File: config.mk
export PLATFORM = sky130hd
export DESIGN_NAME = spi_slave_mem_flat
export DESIGN_NICKNAME = d
export VERILOG_FILES = /design/src/rtl/spi_slave_mem_if.sv /design/src/rtl/spi_slave_mem.sv /design/src/flat_wrapper.sv
export SDC_FILE = /design/constraint.sdc
export NUM_CORES = 1
export LEC_CHECK = 0
export CORE_UTILIZATION = 55
export CTS_CLUSTER_SIZE = 25
export DETAILED_ROUTE_END_ITERATION = 7
export PLACE_DENSITY_LB_ADDON = 0.2
export SYNTH_ARGS = -nofsm -noshare
export SYNTH_HDL_FRONTEND = slang
export SYNTH_SLANG_ARGS = --single-unit
File: constraint.sdc
create_clock -name clk -period 7.74 [get_ports clk]
set_input_delay 1.548 -clock clk [delete_from_list [all_inputs] [get_ports clk]]
set_output_delay 1.548 -clock clk [all_outputs]
set_load 0.02 [all_outputs]
File: src/rtl/spi_slave_mem_if.sv
// SPI pin and status bundle for spi_slave_mem.
// The master modport is the SPI master or bench side, and the slave modport is the memory model.
interface spi_slave_mem_if #(
  parameter int unsigned DATA_W = 8
);
  logic              cpol;
  logic              cpha;
  logic              sck;
  logic              ena;
  logic              din;
  logic              dout;
  logic [DATA_W-1:0] rx_data;
  logic              rx_valid;
  logic              busy;
  logic              cmd_rw;

  modport master (
    output cpol, cpha, sck, ena, din,
    input  dout, rx_data, rx_valid, busy, cmd_rw
  );

  modport slave (
    input  cpol, cpha, sck, ena, din,
    output dout, rx_data, rx_valid, busy, cmd_rw
  );
endinterface

File: src/rtl/spi_slave_mem.sv
// SPI slave memory model that supports all four CPOL/CPHA modes.
// The SPI pins are oversampled on clk. A command word is followed by streamed reads or writes.
module spi_slave_mem #(
  parameter int unsigned       DATA_W      = 8,
  parameter int unsigned       ADDR_W      = 3,
  parameter int unsigned       SYNC_STAGES = 2,
  parameter bit                MSB_FIRST   = 1'b1,
  parameter logic [DATA_W-1:0] STATUS_WORD = DATA_W'('hA5)
) (
  input logic           clk,
  input logic           rst,
  spi_slave_mem_if.slave bus
);

  localparam int DEPTH = 2 ** ADDR_W;
  localparam int CNT_W = $clog2(DATA_W);

  typedef enum logic [1:0] {StIdle, StCmd, StWrite, StRead} state_e;

  state_e st_q, st_d;

  logic [SYNC_STAGES-1:0] sck_sync, ena_sync, din_sync;
  logic                   sck_prev, ena_prev;
  logic                   cpol_q, cpha_q;
  logic [CNT_W-1:0]       cnt_q;
  logic [DATA_W-1:0]      rx_shift_q, tx_shift_q, tx_next_q, rx_data_q;
  logic                   rx_valid_q, cmd_rw_q, first_q, pend_q;
  logic [ADDR_W-1:0]      ptr_q;
  logic [DATA_W-1:0]      mem [DEPTH];

  logic sck_s, ena_s, din_s;
  logic sck_rise, sck_fall, ena_rise, ena_fall;
  logic sample, launch, word_done;
  logic [DATA_W-1:0] rx_word, tx_nxt;
  logic [ADDR_W-1:0] cmd_ptr, ptr_inc;

  // The ena flops reset high, so an ena held high through reset does not start a transaction.
  always_ff @(posedge clk or posedge rst) begin
    if (rst) begin
      sck_sync <= '0;
      ena_sync <= '1;
      din_sync <= '0;
      sck_prev <= 1'b0;
      ena_prev <= 1'b1;
    end else begin
      sck_sync <= {sck_sync[SYNC_STAGES-2:0], bus.sck};
      ena_sync <= {ena_sync[SYNC_STAGES-2:0], bus.ena};
      din_sync <= {din_sync[SYNC_STAGES-2:0], bus.din};
      sck_prev <= sck_sync[SYNC_STAGES-1];
      ena_prev <= ena_sync[SYNC_STAGES-1];
    end
  end

  assign sck_s    = sck_sync[SYNC_STAGES-1];
  assign ena_s    = ena_sync[SYNC_STAGES-1];
  assign din_s    = din_sync[SYNC_STAGES-1];
  assign sck_rise = sck_s & ~sck_prev;
  assign sck_fall = ~sck_s & sck_prev;
  assign ena_rise = ena_s & ~ena_prev;
  assign ena_fall = ~ena_s & ena_prev;
  assign sample   = (cpol_q ^ cpha_q) ? sck_fall : sck_rise;
  assign launch   = (cpol_q ^ cpha_q) ? sck_rise : sck_fall;

  assign rx_word   = MSB_FIRST ? {rx_shift_q[DATA_W-2:0], din_s} : {din_s, rx_shift_q[DATA_W-1:1]};
  // A falling ena drops ena_s in the same clk, so a word completing on that clk is discarded.
  assign word_done = (st_q != StIdle) && ena_s && sample && (cnt_q == CNT_W'(DATA_W - 1));

  assign cmd_ptr = rx_word[ADDR_W-1:0];
  assign ptr_inc = ptr_q + 1'b1;

  always_comb begin
    tx_nxt = STATUS_WORD;
    case (st_q)
      StCmd:   if (!rx_word[DATA_W-1]) tx_nxt = mem[cmd_ptr];
      StRead:  tx_nxt = mem[ptr_inc];
      default: ;
    endcase
  end

  always_comb begin
    st_d = st_q;
    unique case (st_q)
      StIdle:  if (ena_rise) st_d = StCmd;
      StCmd:   if (word_done) st_d = rx_word[DATA_W-1] ? StWrite : StRead;
      default: ;
    endcase
    if (ena_fall) st_d = StIdle;
  end

  always_ff @(posedge clk or posedge rst) begin
    if (rst) st_q <= StIdle;
    else     st_q <= st_d;
  end

  always_ff @(posedge clk or posedge rst) begin
    if (rst) begin
      cpol_q     <= 1'b0;
      cpha_q     <= 1'b0;
      cnt_q      <= '0;
      rx_shift_q <= '0;
      tx_shift_q <= '0;
      tx_next_q  <= '0;
      rx_data_q  <= '0;
      rx_valid_q <= 1'b0;
      cmd_rw_q   <= 1'b0;
      first_q    <= 1'b0;
      pend_q     <= 1'b0;
      ptr_q      <= '0;
      for (int i = 0; i < DEPTH; i++) mem[i] <= DATA_W'(i + 1);
    end else begin
      rx_valid_q <= 1'b0;
      if (st_q == StIdle && ena_rise) begin
        cpol_q     <= bus.cpol;
        cpha_q     <= bus.cpha;
        cnt_q      <= '0;
        tx_shift_q <= STATUS_WORD;
        first_q    <= bus.cpha;
        pend_q     <= 1'b0;
      end else if (ena_fall) begin
        cnt_q  <= '0;
        pend_q <= 1'b0;
      end else if (st_q != StIdle && ena_s) begin
        if (sample) begin
          rx_shift_q <= rx_word;
          if (word_done) begin
            cnt_q      <= '0;
            rx_data_q  <= rx_word;
            rx_valid_q <= 1'b1;
            case (st_q)
              StCmd: begin
                cmd_rw_q <= rx_word[DATA_W-1];
                ptr_q    <= cmd_ptr;
              end
              StWrite: begin
                mem[ptr_q] <= rx_word;
                ptr_q      <= ptr_inc;
              end
              StRead:  ptr_q <= ptr_inc;
              default: ;
            endcase
            // CPHA=1 presents the new word on its first launch; CPHA=0 loads it on that launch.
            if (cpha_q) begin
              tx_shift_q <= tx_nxt;
              first_q    <= 1'b1;
            end else begin
              tx_next_q <= tx_nxt;
              pend_q    <= 1'b1;
            end
          end else begin
            cnt_q <= cnt_q + 1'b1;
          end
        end else if (launch) begin
          if (pend_q) begin
            tx_shift_q <= tx_next_q;
            pend_q     <= 1'b0;
          end else if (first_q) begin
            first_q <= 1'b0;
          end else begin
            tx_shift_q <= MSB_FIRST ? {tx_shift_q[DATA_W-2:0], 1'b0}
                                    : {1'b0, tx_shift_q[DATA_W-1:1]};
          end
        end
      end
    end
  end

  assign bus.dout     = (st_q != StIdle) ? (MSB_FIRST ? tx_shift_q[DATA_W-1] : tx_shift_q[0]) : 1'b0;
  assign bus.rx_data  = rx_data_q;
  assign bus.rx_valid = rx_valid_q;
  assign bus.busy     = (st_q != StIdle);
  assign bus.cmd_rw   = cmd_rw_q;

endmodule

File: src/flat_wrapper.sv
// flat-port wrapper written by rule: the top's interface ports become plain ports
module spi_slave_mem_flat 
#(
  parameter int unsigned       DATA_W      = 8,
  parameter int unsigned       ADDR_W      = 3,
  parameter int unsigned       SYNC_STAGES = 2,
  parameter bit                MSB_FIRST   = 1'b1,
  parameter logic [DATA_W-1:0] STATUS_WORD = DATA_W'('hA5)
)
  (clk, rst, bus_cpol, bus_cpha, bus_sck, bus_ena, bus_din, bus_dout, bus_rx_data, bus_rx_valid, bus_busy, bus_cmd_rw);
  spi_slave_mem_if #(.DATA_W(DATA_W)) bus_i ();
  input logic clk;
  input logic rst;
  input wire logic [$bits(bus_i.cpol)-1:0] bus_cpol;
  input wire logic [$bits(bus_i.cpha)-1:0] bus_cpha;
  input wire logic [$bits(bus_i.sck)-1:0] bus_sck;
  input wire logic [$bits(bus_i.ena)-1:0] bus_ena;
  input wire logic [$bits(bus_i.din)-1:0] bus_din;
  output wire logic [$bits(bus_i.dout)-1:0] bus_dout;
  output wire logic [$bits(bus_i.rx_data)-1:0] bus_rx_data;
  output wire logic [$bits(bus_i.rx_valid)-1:0] bus_rx_valid;
  output wire logic [$bits(bus_i.busy)-1:0] bus_busy;
  output wire logic [$bits(bus_i.cmd_rw)-1:0] bus_cmd_rw;
  assign bus_i.cpol = bus_cpol;
  assign bus_i.cpha = bus_cpha;
  assign bus_i.sck = bus_sck;
  assign bus_i.ena = bus_ena;
  assign bus_i.din = bus_din;
  assign bus_dout = bus_i.dout;
  assign bus_rx_data = bus_i.rx_data;
  assign bus_rx_valid = bus_i.rx_valid;
  assign bus_busy = bus_i.busy;
  assign bus_cmd_rw = bus_i.cmd_rw;
  spi_slave_mem #(.DATA_W(DATA_W), .ADDR_W(ADDR_W), .SYNC_STAGES(SYNC_STAGES), .MSB_FIRST(MSB_FIRST), .STATUS_WORD(STATUS_WORD)) u_core (.clk(clk), .rst(rst), .bus(bus_i));
endmodule
==> summary.txt, run 1 <==
Outcome
  • Status: finished clean

Worst setup path
  • Crit end category: output port
  • CP cell instances: nor2_1 -> inv_1 -> and2_1 -> clkdlybuf4s50_1
  • Worst path arrival time: 2.51 ns
  • Worst Setup EP: bus_dout
  • Cell family with most CP delay: buffers and inverters
  • WP buf/inv: 2
  • RR Endpoint: u_core.tx_next_q[0]$_DFFE_PP0P_
  • Startpoint types: register
  • Reg-to-reg critical path startpoint: u_core.ptr_q[0]$_DFFE_PP0P_
  • Critical path depth: 4
  • Critical path class: register to output port
  • CP max FO: 18
  • R2R setup slack: 4.37 ns
  • Critical-path top delay cell: dfrtp_1
  • Crit-path max cell delay: 0.58 ns
  • Critical Path Source: u_core.st_q[1]$_DFFE_PP0P_
  • R2R cell count: 7
  • Crit path required time: 6.19 ns

Die
  • Die boundary width: 106 um
  • Io pins: 19
  • Row cnt: 37
  • DIE HEIGHT: 106 um
  • Initial core utilization: 57.4%
  • Die area: 11,300 sq um
  • Core area: 10,500 sq um

Drt
  • DR WL/cell: 22.0 um
  • DRT Wirelength: 14,500 um
  • 1st-pass router iterations: 5
  • 1st-iter DRT viols: 346
  • Vias post-DR: 4,186
  • Post-route ant nets: 0
  • Via-to-Cell Ratio: 6.35
  • Drt drc: 0

STA
  • Period utilisation layout: 52.4%
  • FMAX: 247 MHz
  • Setup TNS: 0 ns
  • Worst setup margin: 3.69 ns
  • Final setup viols: 0
  • Clock period minus worst slack: 4.05 ns
  • Hold Vio Cnt, Final: 0
  • RSZ-0062 raised after global routing: false
  • Slew margin rel.: 21.2%
  • Pins Over Slew Limit: 0
  • Clock Skew: 0.00920 ns
  • Min Hold Slack: 0.350 ns
  • Slew @ Worst Pin: 1.17 ns

Cells and area
  • Fin nets: 520
  • Post-route cell area: 6900 sq um
  • Fraction of layout cells with a size suffix above 1: 29.6%
  • Area added between synthesis and finish: 14.9%
  • Ant. Diodes: 0

Logic synthesis
  • Synth top area share: 42.1%
  • Cell accounting for the most synthesized area: dfrtp_1
  • Most frequent cells after synthesis: dfrtp_1, mux2_2, mux2i_1
  • Net count after synthesis: 512
  • Post-synth EDFFs: 0
  • Synthesized cell area: 6000 sq um
  • Synth Register Bits: 117
  • Synth cell types: 51
  • Syn_area_per_cell: 12.0 sq um
  • Synth warn: 0
  • Dominant synthesized flop cell: dfrtp_1
  • Count leader, synth: dfrtp_1
  • Top cells by area, synth: dfrtp_1, mux2_2, mux2i_1, dfstp_2, mux4_2
  • Register area share after synthesis: 49.1%
  • Syn Inst Count: 502
  • Post-synth ARST share: 100%

Power and ir drop
  • Sw Share: 27.8%
  • Peak supply drop: 225 uV
  • Clock network power share: 45.1%
  • Leak Pwr: 3.05 nW
  • Pint: 1.32 mW
  • NetSw: 509 uW
  • P per Cell Area: 265 nW/um^2
  • Power share of the combinational group: 15.3%
  • Seq pwr share: 39.6%

Clocking
  • Worst-path clk slew: 0.06 ns
  • CTS sink count: 117
  • CTS resizes: 0
  • Root buffer cell: clkbuf_8
  • Clk buf depth: 2
  • Hold Buf Count CTS: 0
  • CTS H-tree lvls: 4
  • Clock Latency Late Sink: 0.54 ns
  • Setup repair bufs after CTS: 0
  • CTS tree: built
  • Num CTS Buffers: 17

Placed design
  • # port buffers: 18
  • Area after DPL: 6280 sq um
  • Pre-CTS WS: 4.27 ns
  • RePlAce Congestion: 0.842
  • DP HPWL: 9270 um

GRT
  • Largest net degree at the start of global routing: 61
  • Number of global-route vias before repair: 4,225
  • First-pass GRT wire length: 23,100 um
  • Initial antenna violation count: 0
  • GRT Residual Overflow: 0
  • GR Util All Layers: 27.4%

Worst hold path
  • Hold Path Class: register to register

Run
  • Max cap viols: 0
[how the worst min path moves through the flow]
stage,from,endpoint,slack [ns],depth (start not counted)
after floorplan,u_core.din_sync[0]$_DFF_PP0_,u_core.din_sync[1]$_DFF_PP0_,0.33,0
after global placement,u_core.din_sync[0]$_DFF_PP0_,u_core.din_sync[1]$_DFF_PP0_,0.33,0
after detailed placement,u_core.din_sync[0]$_DFF_PP0_,u_core.din_sync[1]$_DFF_PP0_,0.34,0
after CTS,u_core.din_sync[0]$_DFF_PP0_,u_core.din_sync[1]$_DFF_PP0_,0.36,0
after global routing,u_core.ena_sync[0]$_DFF_PP1_,u_core.ena_sync[1]$_DFF_PP1_,0.36,0
final,u_core.din_sync[0]$_DFF_PP0_,u_core.din_sync[1]$_DFF_PP0_,0.35,0
[cells in the final DEF, fill, tap and decap left out, types with 5 or more instances in the layout]
| master | Yosys | layout |
|---|---|---|
| a31oi_1 | 8 | 8 |
| nor2b_1 | 10 | 10 |
| nand2_1 | 23 | 23 |
| buf_4 | 0 | 6 |
| clkbuf_16 | 0 | 16 |
| o21ai_0 | 8 | 8 |
| nor3_1 | 9 | 7 |
| nand3b_1 | 5 | 5 |
| a22oi_1 | 12 | 12 |
| dfstp_2 | 16 | 16 |
| inv_1 | 12 | 11 |
| nand3_1 | 8 | 8 |
| nor2_1 | 20 | 20 |
| a22o_1 | 10 | 10 |
| clkdlybuf4s50_1 | 0 | 18 |
| a21oi_1 | 21 | 21 |
| mux2_2 | 82 | 82 |
| dfrtp_1 | 101 | 100 |
| mux4_2 | 8 | 8 |
| and2_1 | 6 | 6 |
| mux2i_1 | 53 | 53 |
[kinds of logic (layout without fill, tap and decap cells)]
group,count (synthesis),after routing,share of synthesized area [%]
AOI/OAI and AO/OA,87,87,10.3
and+or+nand+nor,100,100,8.96
muxes,143,143,27.2
xor gates and xnor gates,5,5,0.730
adders and majority gates,3,3,0.625
DFF,117,117,49.1
buffers and inverters,47,68,3.09
[power by group through the flow]
stage / clock network [mW] / registers, mW / logic, mW
2_1_floorplan: 0 / 0.685 / 0.232
3_3_place_gp: 0 / 0.731 / 0.268
3_5_place_dp: 0 / 0.734 / 0.273
4_1_cts: 0.833 / 0.724 / 0.276
5_1_grt: 0.857 / 0.734 / 0.301
6_report: 0.826 / 0.725 / 0.279
[registers in the layout, summed over array words and instances, names as in the netlist]
name,cells
u_core.bus.cmd_rw,1
u_core.bus.rx_data,8
u_core.sck_prev,1
u_core.mem,64
u_core.bus.rx_valid,1
u_core.cpol_q,1
u_core.st_q,2
u_core.pend_q,1
u_core.tx_shift_q,8
u_core.sck_sync,2
u_core.din_sync,2
u_core.first_q,1
u_core.ena_prev,1
u_core.rx_shift_q,7
u_core.cnt_q,3
u_core.ptr_q,3
u_core.cpha_q,1
u_core.tx_next_q,8
u_core.ena_sync,2
[through the flow]
stage,utilization [%],total power [mW],std cells
floorplan,-,0.917,502
finish,65.9,1.83,659
global placement,60.0,1.00,627
CTS,65.9,1.83,659
detailed placement,60.0,1.01,627
global route,65.9,1.89,659
[layout make-up]
type / instances / area (sq um)
Clock buffer: 23 / 467
Clock inverter: 9 / 151
Fill cell: 817 / 3570
Inverter: 12 / 47.5
Multi-Input combinational cell: 338 / 2890
Sequential cell: 117 / 2950
Tap cell: 136 / 170
Timing Repair Buffer: 24 / 225
[per-layer routing]
| layer | up-vias | share of wire [%] | routed length (um) | track usage (%) |
|---|---|---|---|---|
| met5 | - | 0 | 0 | 0 |
| met4 | 0 | 2.9 | 421 | 12.1 |
| met3 | 37 | 5.1 | 745 | 6.99 |
| met2 | 152 | 48 | 6880 | 42.3 |
| met1 | 2123 | 44 | 6430 | 36.8 |
| li1 | 1874 | - | - | - |
[worst register-to-register path, delay by kind of cell, from the launching register on]
family,cells,cell delay (ns)
fa+ha+maj,1,0.58
flops,1,0.90
mux,2,0.80
compound gates,1,0.33
simple gates,2,0.26
buf+inv,1,0.38
(Power assumes the default switching activity.)
==> run 2: changes to the inputs <==
Clock period 7.74 ns to 4.23 ns, I/O delays scaled along.
==> run 2 against run 1 <==
Clock power is 73% higher. Via count is 0.69% lower. Highest routed layer unchanged. Power is 78% higher. Sequential power is 83% higher. Worst setup slack worse by 2.8 ns.
==> summary.txt, run 2 (same netlist as run 1, synthesis figures left out) <==
Worst setup path
  • Crit end category: output port
  • Startpoint types: register
  • R2R setup slack: 1.12 ns
  • Worst path arrival time: 2.53 ns
  • Reg-to-reg critical path startpoint: u_core.cnt_q[0]$_DFFE_PP0P_
  • RR Endpoint: u_core.mem[15]$_DFFE_PP0P_
  • Critical path class: register to output port
  • Crit path required time: 3.38 ns
  • Critical Path Source: u_core.st_q[1]$_DFFE_PP0P_
  • R2R cell count: 6
  • Worst Setup EP: bus_dout
  • CP max FO: 18

Clocking
  • Clock Latency Late Sink: 0.53 ns
  • Num CTS Buffers: 17
  • Root buffer cell: clkbuf_8
  • Hold Buf Count CTS: 0
  • CTS H-tree lvls: 4
  • Setup repair bufs after CTS: 0
  • CTS resizes: 0
  • Worst-path clk slew: 0.05 ns
  • Clk buf depth: 2
  • CTS tree: built
  • CTS sink count: 117

Drt
  • DRT Wirelength: 14,100 um
  • Drt drc: 0
  • 1st-iter DRT viols: 336
  • Via-to-Cell Ratio: 6.29
  • DR WL/cell: 21.3 um
  • Vias post-DR: 4,157
  • Post-route ant nets: 0
  • 1st-pass router iterations: 5

STA
  • Hold Vio Cnt, Final: 0
  • Pins Over Slew Limit: 0
  • RSZ-0062 raised after global routing: false
  • Slew @ Worst Pin: 1.11 ns
  • Slew margin rel.: 26.3%
  • Final setup viols: 0
  • Period utilisation layout: 79.8%
  • Setup TNS: 0 ns
  • Clock Skew: 0.00581 ns
  • Min Hold Slack: 0.346 ns
  • Worst setup margin: 0.856 ns
  • FMAX: 296 MHz
  • Clock period minus worst slack: 3.37 ns

GRT
  • Initial antenna violation count: 0
  • First-pass GRT wire length: 23,000 um
  • GRT Residual Overflow: 0
  • Number of global-route vias before repair: 4,182
  • Largest net degree at the start of global routing: 60
  • GR Util All Layers: 27.6%

Die
  • Initial core utilization: 57.4%
  • Die area: 11,300 sq um
  • Die boundary width: 106 um
  • Io pins: 19
  • Core area: 10,500 sq um
  • DIE HEIGHT: 106 um
  • Row cnt: 37

Cells and area
  • Filler Cells Inserted: 822
  • Reg with most FFs: u_core.mem
  • Cell Count, Final, Fillers Out: 661
  • Area added between synthesis and finish: 14.9%
  • Fraction of layout cells with a size suffix above 1: 29.9%
  • Final Util: 65.9%
  • Post-route cell area: 6900 sq um
  • Fin nets: 522
  • Most common cell after layout, fill and taps aside: dfrtp_1
  • Max reg flops: 64
  • Ant. Diodes: 0
  • Commonest cells after routing, fill and taps aside: dfrtp_1, mux2_2, mux2i_1, nand2_1, a21oi_1

Placed design
  • Area after DPL: 6300 sq um
  • Pre-CTS WS: 1.15 ns
  • Inst Count DP: 629
  • RePlAce Congestion: 0.864
  • # port buffers: 18
  • DP HPWL: 9120 um

Worst hold path
  • Hold Path Class: register to register

Run
  • Max cap viols: 0

Power and ir drop
  • Tot Pwr: 3.27 mW
  • Peak supply drop: 358 uV
  • Leak Pwr: 3.05 nW
  • P per Cell Area: 474 nW/um^2

Outcome
  • Status: finished clean
==> run 2: cell count changes in the layout (fill, tap and decap cells not counted), sizes merged <==
cell,delta
buf,+2
bufinv,-1
clkinvlp,+1
==> run 2: layout make-up <==
class | count | area, sq um | share of cell area (%)
multi-input cells | 338 | 2890 | 41.8
flip-flops and latches | 117 | 2950 | 42.8
repair buffers | 26 | 253 | 3.66
well taps | 136 | 170 | 2.47
inverters | 12 | 47.5 | 0.689
clock inverters | 9 | 125 | 1.81
clock buffers | 23 | 467 | 6.77
==> run 2: per-layer routing <==
layer / wire length [um] / part of all wire [%] / track usage (%)
met5: 0 / 0 / 0
met4: 308 / 2.2 / 9.69
met3: 854 / 6.1 / 9.20
met2: 6580 / 47 / 41.4
met1: 6370 / 45 / 37.7
==> run 2: how the worst min path moves through the flow <==
stage	cells after the start	end	from
finish	0	u_core.din_sync[1]$_DFF_PP0_	u_core.din_sync[0]$_DFF_PP0_
global route	0	u_core.din_sync[1]$_DFF_PP0_	u_core.din_sync[0]$_DFF_PP0_
CTS	0	u_core.din_sync[1]$_DFF_PP0_	u_core.din_sync[0]$_DFF_PP0_
detailed placement	0	u_core.din_sync[1]$_DFF_PP0_	u_core.din_sync[0]$_DFF_PP0_
global placement	0	u_core.din_sync[1]$_DFF_PP0_	u_core.din_sync[0]$_DFF_PP0_
floorplan	0	u_core.din_sync[1]$_DFF_PP0_	u_core.din_sync[0]$_DFF_PP0_
==> run 2: critical path: stages, from the launching register on <==
cell	delay (ns)
dfrtp_1	0.61
nor2_1	0.45
inv_1	0.21
and2_1	0.21
clkdlybuf4s50_1	0.53
==> run 2: power by group <==
group	total (mW)	leakage [nW]	internal, mW	switching (mW)
combinational	0.509	1.23	0.215	0.294
clock	1.43	0.288	0.939	0.490
sequential	1.33	1.53	1.20	0.131
==> run 3: changes to the inputs <==
Clock period 4.23 ns to 2.95 ns, I/O delays scaled along.
==> run 3 against run 2 <==
Sequential share of layout area shrank 0.87 points. Critical path depth is the same. Clock power up 40%. Critical endpoint unchanged. Worst setup slack lost 0.71 ns. Count of clock-buffer cells in the layout unchanged. Register-to-register slack worse by 0.85 ns. Largest cell class unchanged. Wire length rose by 4.5%.
==> summary.txt, run 3 (same netlist as run 1, synthesis figures left out) <==
STA
  • Slew @ Worst Pin: 0.801 ns
  • Period utilisation layout: 95.2%
  • Clock period minus worst slack: 2.81 ns
  • FMAX: 356 MHz
  • RSZ-0062 raised after global routing: false
  • Pins Over Slew Limit: 0
  • Final setup viols: 0
  • Clock Skew: 0.0122 ns
  • Hold Vio Cnt, Final: 0
  • Setup TNS: 0 ns
  • Slew margin rel.: 46.4%

GRT
  • M1 GR Usage: 38.2%
  • GR Util All Layers: 28.5%
  • GRT Residual Overflow: 0
  • First-pass GRT wire length: 23,800 um
  • Initial antenna violation count: 0
  • Largest net degree at the start of global routing: 52
  • Layer with the highest usage: met2
  • Met2 usage: 43.6%
  • Met3 Resource Use GR: 7.42%
  • Number of global-route vias before repair: 4,358

Placed design
  • DP HPWL: 10,100 um
  • Inst Count DP: 647
  • # port buffers: 18
  • RePlAce Congestion: 0.847
  • Area after DPL: 6450 sq um

Die
  • Row cnt: 37
  • Die area: 11,300 sq um
  • Io pins: 19
  • Core area: 10,500 sq um
  • Initial core utilization: 57.4%
  • DIE HEIGHT: 106 um
  • Die boundary width: 106 um

Clocking
  • CTS sink count: 117
  • Root buffer cell: clkbuf_8
  • Clock Latency Late Sink: 0.54 ns
  • Num CTS Buffers: 17
  • Worst-path clk slew: 0.05 ns
  • Setup repair bufs after CTS: 0
  • CTS tree: built
  • CTS H-tree lvls: 4
  • Clk buf depth: 2

Worst setup path
  • Crit path required time: 2.36 ns
  • Cell family with most CP delay: buffers and inverters
  • CP max FO: 11
  • Crit end category: output port
  • WP buf/inv: 2
  • CP cell instances: nor2_4 -> inv_1 -> and2_1 -> clkdlybuf4s50_1
  • Critical-path top delay cell: dfrtp_1
  • Critical path class: register to output port
  • Worst path arrival time: 2.22 ns
  • Crit-path max cell delay: 0.63 ns
  • Startpoint types: register

Power and ir drop
  • Leak Pwr: 3.14 nW
  • Peak supply drop: 550 uV
  • P per Cell Area: 666 nW/um^2

Drt
  • Post-route ant nets: 0
  • 1st-iter DRT viols: 277
  • DRT Wirelength: 14,700 um
  • Via-to-Cell Ratio: 6.36
  • 1st-pass router iterations: 5
  • Vias post-DR: 4,317
  • DR WL/cell: 21.7 um
  • Drt drc: 0

Run
  • Max cap viols: 0

Outcome
  • Status: finished clean

Cells and area
  • Area added between synthesis and finish: 17.3%
  • Max reg flops: 64
  • Cell Count, Final, Fillers Out: 679
  • Final Util: 67.3%
  • Commonest cells after routing, fill and taps aside: dfrtp_1, mux2_2, mux2i_1, buf_4, nand2_1
  • Reg with most FFs: u_core.mem
  • Most common cell after layout, fill and taps aside: dfrtp_1
  • Fin nets: 540
  • Post-route cell area: 7040 sq um
  • Ant. Diodes: 0
  • Fraction of layout cells with a size suffix above 1: 32.6%

Worst hold path
  • Hold Path Class: register to register
run 3: worst paths after layout:
path | slack (ns) | start | to | cells after the start
worst max register to register | 0.27 | u_core.cnt_q[0]$_DFFE_PP0P_ | u_core.mem[16]$_DFFE_PP0P_ | 6
min in group asynchronous | 0.50 | rst | u_core.rx_shift_q[1]$_DFFE_PP0P_ | 2
worst max-delay path | 0.14 | u_core.st_q[1]$_DFFE_PP0P_ | bus_dout | 4
worst min register to register | 0.35 | u_core.sck_sync[0]$_DFF_PP0_ | u_core.sck_sync[1]$_DFF_PP0_ | 0
worst min-delay path | 0.35 | u_core.sck_sync[0]$_DFF_PP0_ | u_core.sck_sync[1]$_DFF_PP0_ | 0
max in group asynchronous | 1.72 | rst | u_core.mem[49]$_DFFE_PP1P_ | 3
run 3: final cells by class:
class                           count  area, sq um
Timing Repair Buffer               44          400
Fill cell                         805         3420
Tap cell                          136          170
Clock inverter                      9          101
Inverter                           12         48.8
Clock buffer                       23          477
Sequential cell                   117         2950
Multi-Input combinational cell    338         2890
run 3: timing repair:
item | in CTS | in global routing
hold buffers | 0 | 0
setup endpoints to repair | 1 | 1
gates resized for setup | 1 | 1
endpoints found under the hold margin | 0 | 0
run 3: power breakdown:
group          leakage [nW]  internal [mW]  total [mW]  switching, mW
clock                 0.288           1.28        2.00          0.719
sequential             1.53           1.72        1.87          0.155
combinational          1.32          0.345       0.817          0.472
total                  3.14           3.35        4.69           1.35
run 3: metrics by stage:
| step | hold WS, ns | power (mW) | worst slack [ns] |
|---|---|---|---|
| 6_report | 0.348 | 4.69 | 0.142 |
| 5_1_grt | 0.352 | 4.87 | 0.0274 |
| 4_1_cts | 0.351 | 4.71 | 0.0469 |
| 3_5_place_dp | 0.339 | 2.70 | 0.337 |
| 3_3_place_gp | 0.335 | 2.67 | 0.365 |
| 2_1_floorplan | 0.331 | 2.41 | 0.534 |
run 3: routing by layer:
metal / share of wire, % / wire, um
met3: 6.7 / 994
met2: 48 / 7030
met1: 43 / 6400
met4: 2.3 / 332
met5: 0 / 0
